`config.mk`:
```
export PLATFORM = sky130hd
export DESIGN_NAME = gtx_tx_sched
export DESIGN_NICKNAME = d
export VERILOG_FILES = /design/src/rtl/gtx_tx_sched.sv
export SDC_FILE = /design/constraint.sdc
export NUM_CORES = 1
export LEC_CHECK = 0
export CORE_UTILIZATION = 40
export DETAILED_ROUTE_END_ITERATION = 8
export PLACE_DENSITY = 0.7
export RECOVER_POWER = 25
export SETUP_SLACK_MARGIN = 0.1
export SYNTH_ARGS = -nofsm -noshare
export SYNTH_HDL_FRONTEND = slang
export SYNTH_SLANG_ARGS = --single-unit
```
`constraint.sdc`:
```
create_clock -name clk_i -period 2.3 [get_ports clk_i]
set_input_delay 0.69 -clock clk_i [delete_from_list [all_inputs] [get_ports clk_i]]
set_output_delay 0.69 -clock clk_i [all_outputs]
set_load 0.02 [all_outputs]
```
`src/rtl/gtx_tx_sched.sv`:
```
// rtl/gtx_tx_sched.sv - round-robin framed transmit scheduler for one 16-bit GTX TX lane
//
// Shares one 8b/10b TX lane among N_REQ requesters. Each granted burst is
// framed as SOF, data words, then EOF. A burst that reaches MAX_BURST words
// without a last flag is closed with the truncated EOF code. After every EOF
// at least MIN_GAP comma idles are sent. Every cycle that carries nothing
// else also carries a comma idle, which keeps the far end aligned.
//
// Ports:
//   clk_i           TX user clock (gt0_txusrclk2)
//   rst_i           asynchronous active-high reset
//   link_up_i       TX reset done, synchronous to clk_i
//   req_valid_i     per-requester data valid
//   req_last_i      per-requester last word of frame
//   req_data_i      per-requester data, requester k at [16k+15:16k]
//   req_ready_o     per-requester accept, one-hot to the granted requester
//   gt_txdata_o     registered lane word, byte [7:0] is sent first
//   gt_txcharisk_o  registered K flags, bit 0 qualifies [7:0]
//   busy_o          high whenever the scheduler is not in IDLE
//   frame_cnt_o     normal EOFs sent          (GTX_TX_SCHED_STATS_EN only)
//   trunc_cnt_o     truncated EOFs sent       (GTX_TX_SCHED_STATS_EN only)
//   abort_cnt_o     frames aborted by link drop (GTX_TX_SCHED_STATS_EN only)
//
// Optional macro: GTX_TX_SCHED_STATS_EN adds the three wrapping statistics counters.

module gtx_tx_sched #(
    parameter int N_REQ     = 2,
    parameter int MAX_BURST = 64,
    parameter int MIN_GAP   = 2
) (
    input  logic                 clk_i,
    input  logic                 rst_i,
    input  logic                 link_up_i,
    input  logic [N_REQ-1:0]     req_valid_i,
    input  logic [N_REQ-1:0]     req_last_i,
    input  logic [16*N_REQ-1:0]  req_data_i,
    output logic [N_REQ-1:0]     req_ready_o,
    output logic [15:0]          gt_txdata_o,
    output logic [1:0]           gt_txcharisk_o,
`ifdef GTX_TX_SCHED_STATS_EN
    output logic [15:0]          frame_cnt_o,
    output logic [15:0]          trunc_cnt_o,
    output logic [15:0]          abort_cnt_o,
`endif
    output logic                 busy_o
);

    localparam int IDX_W = (N_REQ > 1) ? $clog2(N_REQ) : 1;
    localparam int CNT_W = $clog2(MAX_BURST + 1);

    localparam logic [15:0] IDLE_WORD  = 16'h50BC;
    localparam logic [1:0]  IDLE_K     = 2'b01;
    localparam logic [15:0] EOF_WORD   = 16'hBCFD;
    localparam logic [15:0] TRUNC_WORD = 16'hBCFE;
    localparam logic [1:0]  EOF_K      = 2'b11;

    typedef enum logic [1:0] {
        ST_IDLE,
        ST_DATA,
        ST_EOF,
        ST_GAP
    } state_t;

    state_t             state_q, state_n;
    logic [IDX_W-1:0]   grant_q, grant_n;
    logic [IDX_W-1:0]   rr_q, rr_n;
    logic [CNT_W-1:0]   burst_q, burst_n;
    logic [3:0]         gap_q, gap_n;
    logic               trunc_q, trunc_n;
    logic [15:0]        txdata_q, txdata_n;
    logic [1:0]         txk_q, txk_n;

    // Round-robin search: walking offsets from high to low lets the lowest
    // offset from the pointer overwrite any later candidate.
    logic               found;
    logic [IDX_W-1:0]   pick;
    logic [IDX_W-1:0]   probe;

    always_comb begin
        found = 1'b0;
        pick  = '0;
        probe = '0;
        for (int i = N_REQ - 1; i >= 0; i--) begin
            probe = IDX_W'((int'(rr_q) + i) % N_REQ);
            if (req_valid_i[probe]) begin
                found = 1'b1;
                pick  = probe;
            end
        end
    end

    // Granted requester's stream, selected with constant slices only.
    logic        sel_valid;
    logic        sel_last;
    logic [15:0] sel_data;

    always_comb begin
        sel_valid = 1'b0;
        sel_last  = 1'b0;
        sel_data  = '0;
        for (int k = 0; k < N_REQ; k++) begin
            if (grant_q == IDX_W'(k)) begin
                sel_valid = req_valid_i[k];
                sel_last  = req_last_i[k];
                sel_data  = req_data_i[16*k +: 16];
            end
        end
    end

    // Ready is gated by link_up_i so no word is handshaken on the cycle the
    // frame is being aborted.
    always_comb begin
        req_ready_o = '0;
        for (int k = 0; k < N_REQ; k++) begin
            req_ready_o[k] = (state_q == ST_DATA) && link_up_i && (grant_q == IDX_W'(k));
        end
    end

    always_comb begin
        state_n  = state_q;
        grant_n  = grant_q;
        rr_n     = rr_q;
        burst_n  = burst_q;
        gap_n    = gap_q;
        trunc_n  = trunc_q;
        txdata_n = IDLE_WORD;
        txk_n    = IDLE_K;

        if (!link_up_i) begin
            // Abort without EOF; the round-robin pointer survives.
            state_n = ST_IDLE;
            burst_n = '0;
            gap_n   = '0;
        end else begin
            case (state_q)
                ST_IDLE: begin
                    if (found) begin
                        grant_n  = pick;
                        rr_n     = IDX_W'((int'(pick) + 1) % N_REQ);
                        burst_n  = '0;
                        txdata_n = {{(8-IDX_W){1'b0}}, pick, 8'hFB};
                        txk_n    = 2'b01;
                        state_n  = ST_DATA;
                    end
                end
                ST_DATA: begin
                    // A stalled requester leaves an in-frame idle bubble.
                    if (sel_valid) begin
                        txdata_n = sel_data;
                        txk_n    = 2'b00;
                        burst_n  = burst_q + 1'b1;
                        if (sel_last) begin
                            trunc_n = 1'b0;
                            state_n = ST_EOF;
                        end else if (burst_q == CNT_W'(MAX_BURST - 1)) begin
                            trunc_n = 1'b1;
                            state_n = ST_EOF;
                        end
                    end
                end
                ST_EOF: begin
                    txdata_n = trunc_q ? TRUNC_WORD : EOF_WORD;
                    txk_n    = EOF_K;
                    burst_n  = '0;
                    gap_n    = '0;
                    state_n  = ST_GAP;
                end
                ST_GAP: begin
                    if (gap_q == 4'(MIN_GAP - 1)) begin
                        gap_n   = '0;
                        state_n = ST_IDLE;
                    end else begin
                        gap_n = gap_q + 4'd1;
                    end
                end
                default: begin
                    state_n = ST_IDLE;
                end
            endcase
        end
    end

    always_ff @(posedge clk_i or posedge rst_i) begin
        if (rst_i) begin
            state_q  <= ST_IDLE;
            grant_q  <= '0;
            rr_q     <= '0;
            burst_q  <= '0;
            gap_q    <= '0;
            trunc_q  <= 1'b0;
            txdata_q <= IDLE_WORD;
            txk_q    <= IDLE_K;
        end else begin
            state_q  <= state_n;
            grant_q  <= grant_n;
            rr_q     <= rr_n;
            burst_q  <= burst_n;
            gap_q    <= gap_n;
            trunc_q  <= trunc_n;
            txdata_q <= txdata_n;
            txk_q    <= txk_n;
        end
    end

    assign gt_txdata_o    = txdata_q;
    assign gt_txcharisk_o = txk_q;
    assign busy_o         = (state_q != ST_IDLE);

`ifdef GTX_TX_SCHED_STATS_EN
    logic [15:0] frame_cnt_q;
    logic [15:0] trunc_cnt_q;
    logic [15:0] abort_cnt_q;

    // EOF codes are counted on the edge that registers them; an abort is a
    // link drop while a frame has started but its EOF has not been sent.
    always_ff @(posedge clk_i or posedge rst_i) begin
        if (rst_i) begin
            frame_cnt_q <= '0;
            trunc_cnt_q <= '0;
            abort_cnt_q <= '0;
        end else begin
            if (!link_up_i && (state_q == ST_DATA || state_q == ST_EOF)) begin
                abort_cnt_q <= abort_cnt_q + 16'd1;
            end
            if (link_up_i && state_q == ST_EOF) begin
                if (trunc_q) begin
                    trunc_cnt_q <= trunc_cnt_q + 16'd1;
                end else begin
                    frame_cnt_q <= frame_cnt_q + 16'd1;
                end
            end
        end
    end

    assign frame_cnt_o = frame_cnt_q;
    assign trunc_cnt_o = trunc_cnt_q;
    assign abort_cnt_o = abort_cnt_q;
`endif

endmodule

```
==> flow_summary_export.csv, run 1 <==
group,metric,value,unit
grt,grt_pass1_wl,7.91,mm
grt,track_usage,20.2,%
flow_run,maxCapViolations,0,
sta,fmax,477,MHz
power_and_ir_drop,peakVddDrop,0.455,mV
worst_hold_path,hp-start,"rr_q",
sta,whs,0.502,ns
drt,wire_per_inst,14.3,microns
setup_path,r2r_start,"grant_q",
synthesis,async_reset_ff_share,100,%
grt,grt-ovfl-total,0,
setup_path,setup.worst_path.start,"gt_txdata_o[4]",
clock_tree,cts_setup_buffers,0,
clock_tree,ctsHoldBuffers,0,
synthesis,syn_avg_cell_area,9.93,sq um
grt,first_global_vias,1735,
clock_tree,clk_latency,0.29,ns
placed_design,dp_hpwl,3.34,mm
final_layout,num-fill-cells,408,
synthesis,synth_edf_count,0,
die,io_pins,60,
setup_path,cpPeakStageDelay,0.60,ns
clock_tree,cts.htree.levels,2,
final_layout,fin_area,0.00272,sq mm
drt,drt_wl_total,4.57,mm
synthesis,syn_nets,242,
sta,slew_headroom,44.5,%
sta,finalCritPeriodShare,91.1,%
synthesis,seq_area_frac_synth,44.7,%
status,status,"finished with violations",
final_layout,multiInputGateArea,976,sq um
drt,drtIter0Drc,91,
setup_path,cp.arrival,1.41,ns
worst_hold_path,hold_class,"register to register",
setup_path,crit_family,"buffers and inverters",
die,dieArea,0.00510,sq mm
drt,drc,8,
synthesis,syn_area,0.00193,sq mm
sta,rsz0062_at_grt,"no",
drt,drtPass1Iterations,6,
final_layout,register_area,862,sq um
setup_path,worst-path-buf-inv,1,
clock_tree,cts_tree,"built",
placed_design,placed_area,0.00264,sq mm
die,std_cell_rows,24,
setup_path,path_cells,"clkdlybuf4s50_1",
final_layout,syn2layout_area_growth,41.5,%
setup_path,cp-start-kind,"register",
sta,slew_viol_final,0,
setup_path,cp.required,1.61,ns
clock_tree,clk_pin_slew,0.07,ns
clock_tree,clock_sink_count,34,
clock_tree,cts_made_buffers,5,
sta,fin_crit,2.10,ns
setup_path,cp_slowest_cell,"clkdlybuf4s50_1",
sta,worst_pin_slew,0.833,ns
grt,grt_max_degree,35,
sta,clock_skew,0.00281,ns
die,start_util,42.8,%
placed_design,port_buffers,59,
drt,vias,1672,
synthesis,ys_warn_count,0,
synthesis,ys_ff_latch,34,
setup_path,worstPathMaxFanout,1,
drt,routed_via_density,5.24,
sta,hold_viol,0,
clock_tree,clock-root-buffer,"clkbuf_8",
final_layout,antenna_cells,0,
setup_path,critPathKind,"register to output port",
die,die_w,71.4,microns
setup_path,end_kind,"output port",
synthesis,synthCells,194,
synthesis,ys_types,48,
power_and_ir_drop,leakagePower,1.19,nW
placed_design,gp_congestion,0.742,
clock_tree,clk_path_buf_depth,2,
sta,finalSetupViolations,0,
synthesis,yosys_most_used_dff,"dfrtp_1",
final_layout,final_nets,314,
die,fp.dieH,71.4,microns
grt,antenna_found_initial,0,
power_and_ir_drop,power.density,985,mW/mm^2
die,fp.coreArea,0.00450,sq mm
final_layout,drive_gt1_share,21.0,%
drt,antenna_left,0,
status,violations,"design-rule violations",
-- synth_stat cells, types with 2 or more instances --
| cell | number | area, sq um |
|---|---|---|
| dfstp_2 | 8 | 210 |
| nand2_1 | 23 | 86.3 |
| mux2_2 | 13 | 146 |
| o221ai_1 | 3 | 26.3 |
| buf_6 | 2 | 22.5 |
| nand3_1 | 7 | 35.0 |
| nor3_1 | 4 | 20.0 |
| dfrtp_1 | 26 | 651 |
| a21o_1 | 3 | 22.5 |
| a31oi_1 | 2 | 12.5 |
| nor2b_1 | 6 | 37.5 |
| a21oi_1 | 8 | 40.0 |
| a22oi_1 | 3 | 22.5 |
| ha_1 | 9 | 113 |
| inv_1 | 8 | 30.0 |
| clkbuf_1 | 2 | 7.51 |
| mux2i_1 | 2 | 20.0 |
| o21ai_0 | 15 | 75.1 |
| nor3b_1 | 3 | 22.5 |
| and3_1 | 3 | 18.8 |
| buf_2 | 4 | 20.0 |
| nor2_1 | 13 | 48.8 |
| and2_1 | 2 | 12.5 |
-- metal layers --
metal / part of all wire [%] / track usage [%]
met5: 0 / 0
met4: 1.2 / 6.67
met3: 6.5 / 6.89
met2: 49 / 34.9
met1: 44 / 23.4
-- state kept, by name, indices dropped and copies added, names as in the netlist --
register and flops:
burst_q 7, gap_q 4, grant_q 1, gt_txcharisk_o 2, gt_txdata_o 16, rr_q 1
state_q 2, trunc_q 1
-- per-stage QoR --
stage               util, %  setup TNS (ns)  instances  total power [W]  setup slack (ns)
floorplan                 -               0        194          0.00172             0.386
global placement       58.5          -0.817        311          0.00222            -0.411
detailed placement     58.5          -0.809        311          0.00225            -0.405
CTS                    60.5               0        319          0.00271             0.147
global route           60.5               0        319          0.00287             0.148
finish                 60.5               0        319          0.00268             0.204
-- area by class of cell --
| class | instances | share of cell area (%) |
|---|---|---|
| clock buffers | 7 | 3.17 |
| clock inverters | 1 | 0.184 |
| inverters | 9 | 1.24 |
| multi-input cells | 142 | 35.8 |
| flip-flops and latches | 34 | 31.6 |
| well taps | 52 | 2.39 |
| repair buffers | 74 | 25.5 |
-- report_power, final --
group          switching [W]  internal, W  leakage [nW]
sequential         0.0000765     0.000764         0.433
combinational       0.000738     0.000648         0.705
clock               0.000215     0.000241        0.0482
-- path summary, 6_finish.rpt --
kind,endpoint,slack (ns),cells past startpoint
worst min register to register,rr_q,0.50,1
max in group asynchronous,state_q[0],0.64,3
min in group asynchronous,gt_txdata_o[15],1.09,3
worst max register to register,gt_txdata_o[1],0.44,6
worst min-delay path,rr_q,0.50,1
worst max-delay path,gt_txdata_o[4],0.20,1
-- cell families after synthesis --
family	synth area share, %
and+or+nand+nor	18.3
adders and majority gates	5.85
buffers and inverters	4.74
muxes	9.36
AOI/OAI and AO/OA	17.0
DFF	44.7
-- repair_timing --
action / CTS / global route
hold endpoints to repair: 0 / 0
endpoints found under the setup margin: 3 / 1
gates resized for setup: 15 / 1
-- cells in the final DEF (no fill, tap or decap), types with 2 or more instances in the layout --
cell type         n
mux2_2           13
ha_1              9
clkdlybuf4s50_1  54
a21o_1            3
mux2i_1           2
dfstp_2           8
a21oi_1           8
nand3_1           7
nor2_1           13
clkbuf_8          6
o21ai_0          15
a22oi_1           3
nor2b_1           6
nand2_1          22
dfrtp_1          25
a31oi_1           2
o221ai_1          3
buf_4            16
nor3b_1           3
nor3_1            4
and3_1            3
and2_1            2
inv_1             8
(Power assumes the default switching activity.)
==> run 2: changes to the inputs <==
Settings changed: CTS_CLUSTER_SIZE from default to 16.
==> results of run 2 <==
The final DEF is identical to that of run 1; final timing and power are the same.
==> run 3: changes to the inputs <==
Settings changed: CORE_MARGIN from default to 5.
==> flow_summary_export.csv, run 3 (synthesis gave the netlist of run 1 again) <==
group,metric,value,unit
status,status,"finished clean",
grt,grt-ovfl-total,0,
placed_design,dp_hpwl,3.50,mm
sta,finalCritPeriodShare,91.6,%
setup_path,cp-start-kind,"register",
grt,first_global_vias,1671,
die,fp.coreArea,0.00469,sq mm
sta,worst_pin_slew,0.831,ns
setup_path,crit_family,"buffers and inverters",
grt,grt_pass1_wl,7.74,mm
die,start_util,41.0,%
clock_tree,clk_pin_slew,0.07,ns
die,die_w,79.4,microns
final_layout,fin_cells,320,
drt,drc,0,
final_layout,fin_area,0.00270,sq mm
sta,slew_headroom,44.6,%
clock_tree,clk_path_buf_depth,2,
setup_path,end_kind,"output port",
placed_design,gp_congestion,0.743,
die,std_cell_rows,25,
placed_design,dp_cells,312,
sta,fin_crit,2.11,ns
clock_tree,clk_latency,0.29,ns
sta,finalSetupViolations,0,
power_and_ir_drop,power.density,977,mW/mm^2
die,fp.dieH,79.4,microns
setup_path,cpPeakStageDelay,0.61,ns
grt,grt_max_degree,35,
power_and_ir_drop,peakVddDrop,0.453,mV
setup_path,cp_slowest_cell,"clkdlybuf4s50_1",
grt,antenna_found_initial,0,
drt,drtIter0Drc,86,
drt,drt_wl_total,4.68,mm
final_layout,final_common_cell,"clkdlybuf4s50_1",
power_and_ir_drop,finalPower,0.00264,W
drt,antenna_left,0,
setup_path,cp.arrival,1.42,ns
worst_hold_path,hold_class,"register to register",
final_layout,antenna_cells,0,
setup_path,path_cells,"clkdlybuf4s50_1",
die,io_pins,60,
clock_tree,clock-root-buffer,"clkbuf_8",
die,dieArea,0.00630,sq mm
sta,rsz0062_at_grt,"no",
placed_design,port_buffers,59,
final_layout,final_cell_mix,"clkdlybuf4s50_1, dfrtp_1, nand2_1",
sta,fmax,475,MHz
setup_path,cp.required,1.61,ns
clock_tree,clock_sink_count,34,
sta,slew_viol_final,0,
final_layout,drive_gt1_share,20.7,%
grt,track_usage,15.6,%
sta,hold_viol,0,
power_and_ir_drop,leakagePower,1.18,nW
drt,drtPass1Iterations,5,
clock_tree,cts_tree,"built",
placed_design,placed_area,0.00263,sq mm
clock_tree,cts_made_buffers,5,
final_layout,largest_register_ffs,16,
setup_path,worstPathMaxFanout,1,
drt,wire_per_inst,14.6,microns
final_layout,final_nets,313,
clock_tree,ctsHoldBuffers,0,
flow_run,maxCapViolations,0,
drt,routed_via_density,5.19,
setup_path,worst-path-buf-inv,1,
final_layout,syn2layout_area_growth,40.4,%
setup_path,critPathKind,"register to output port",
clock_tree,cts.htree.levels,2,
sta,clock_skew,0.00688,ns
drt,vias,1661,
[run 3: stage by stage]
step	hold slack [ns]	util (%)	setup TNS (ns)	setup WS, ns
2_1_floorplan	0.456	-	0	0.386
3_3_place_gp	0.475	56.1	-0.819	-0.410
3_5_place_dp	0.491	56.1	-0.811	-0.407
4_1_cts	0.503	57.8	0	0.160
5_1_grt	0.562	57.6	0	0.155
6_report	0.502	57.6	0	0.193
[run 3: routing by layer]
metal / track usage [%] / wire length [microns] / up-vias
li1: - / - / 832
met1: 19.2 / 2130 / 783
met2: 26.0 / 2280 / 39
met3: 3.72 / 204 / 7
met4: 7.04 / 66 / 0
met5: 0 / 0 / -
[run 3: area by class of cell]
class	instances	area [sq um]
Fill cell	434	1990
Multi-Input combinational cell	142	976
Sequential cell	34	862
Timing Repair Buffer	73	682
Clock buffer	6	72.6
Tap cell	54	67.6
Inverter	9	33.8
Clock inverter	2	10.0
[run 3: final timing paths]
kind,depth (start not counted),slack (ns),start,end
max,1,0.19,gt_txcharisk_o[0],gt_txcharisk_o[0]
min in group asynchronous,3,1.07,rst_i,gt_txdata_o[15]
max reg2reg,6,0.37,grant_q,trunc_q
min,1,0.50,rr_q,rr_q
min reg2reg,1,0.50,rr_q,rr_q
max in group asynchronous,3,0.65,rst_i,state_q[0]
[run 3: timing repair]
action                     CTS  global route
setup endpoints to repair    3             1
gates resized for setup     15             1
setup buffers                0             0
gates cloned                 0             0
[run 3: power by group]
part	leakage (nW)	switching (W)	internal, W
clock network	0.0450	0.000220	0.000210
logic	0.700	0.000735	0.000634
registers	0.433	0.0000784	0.000764
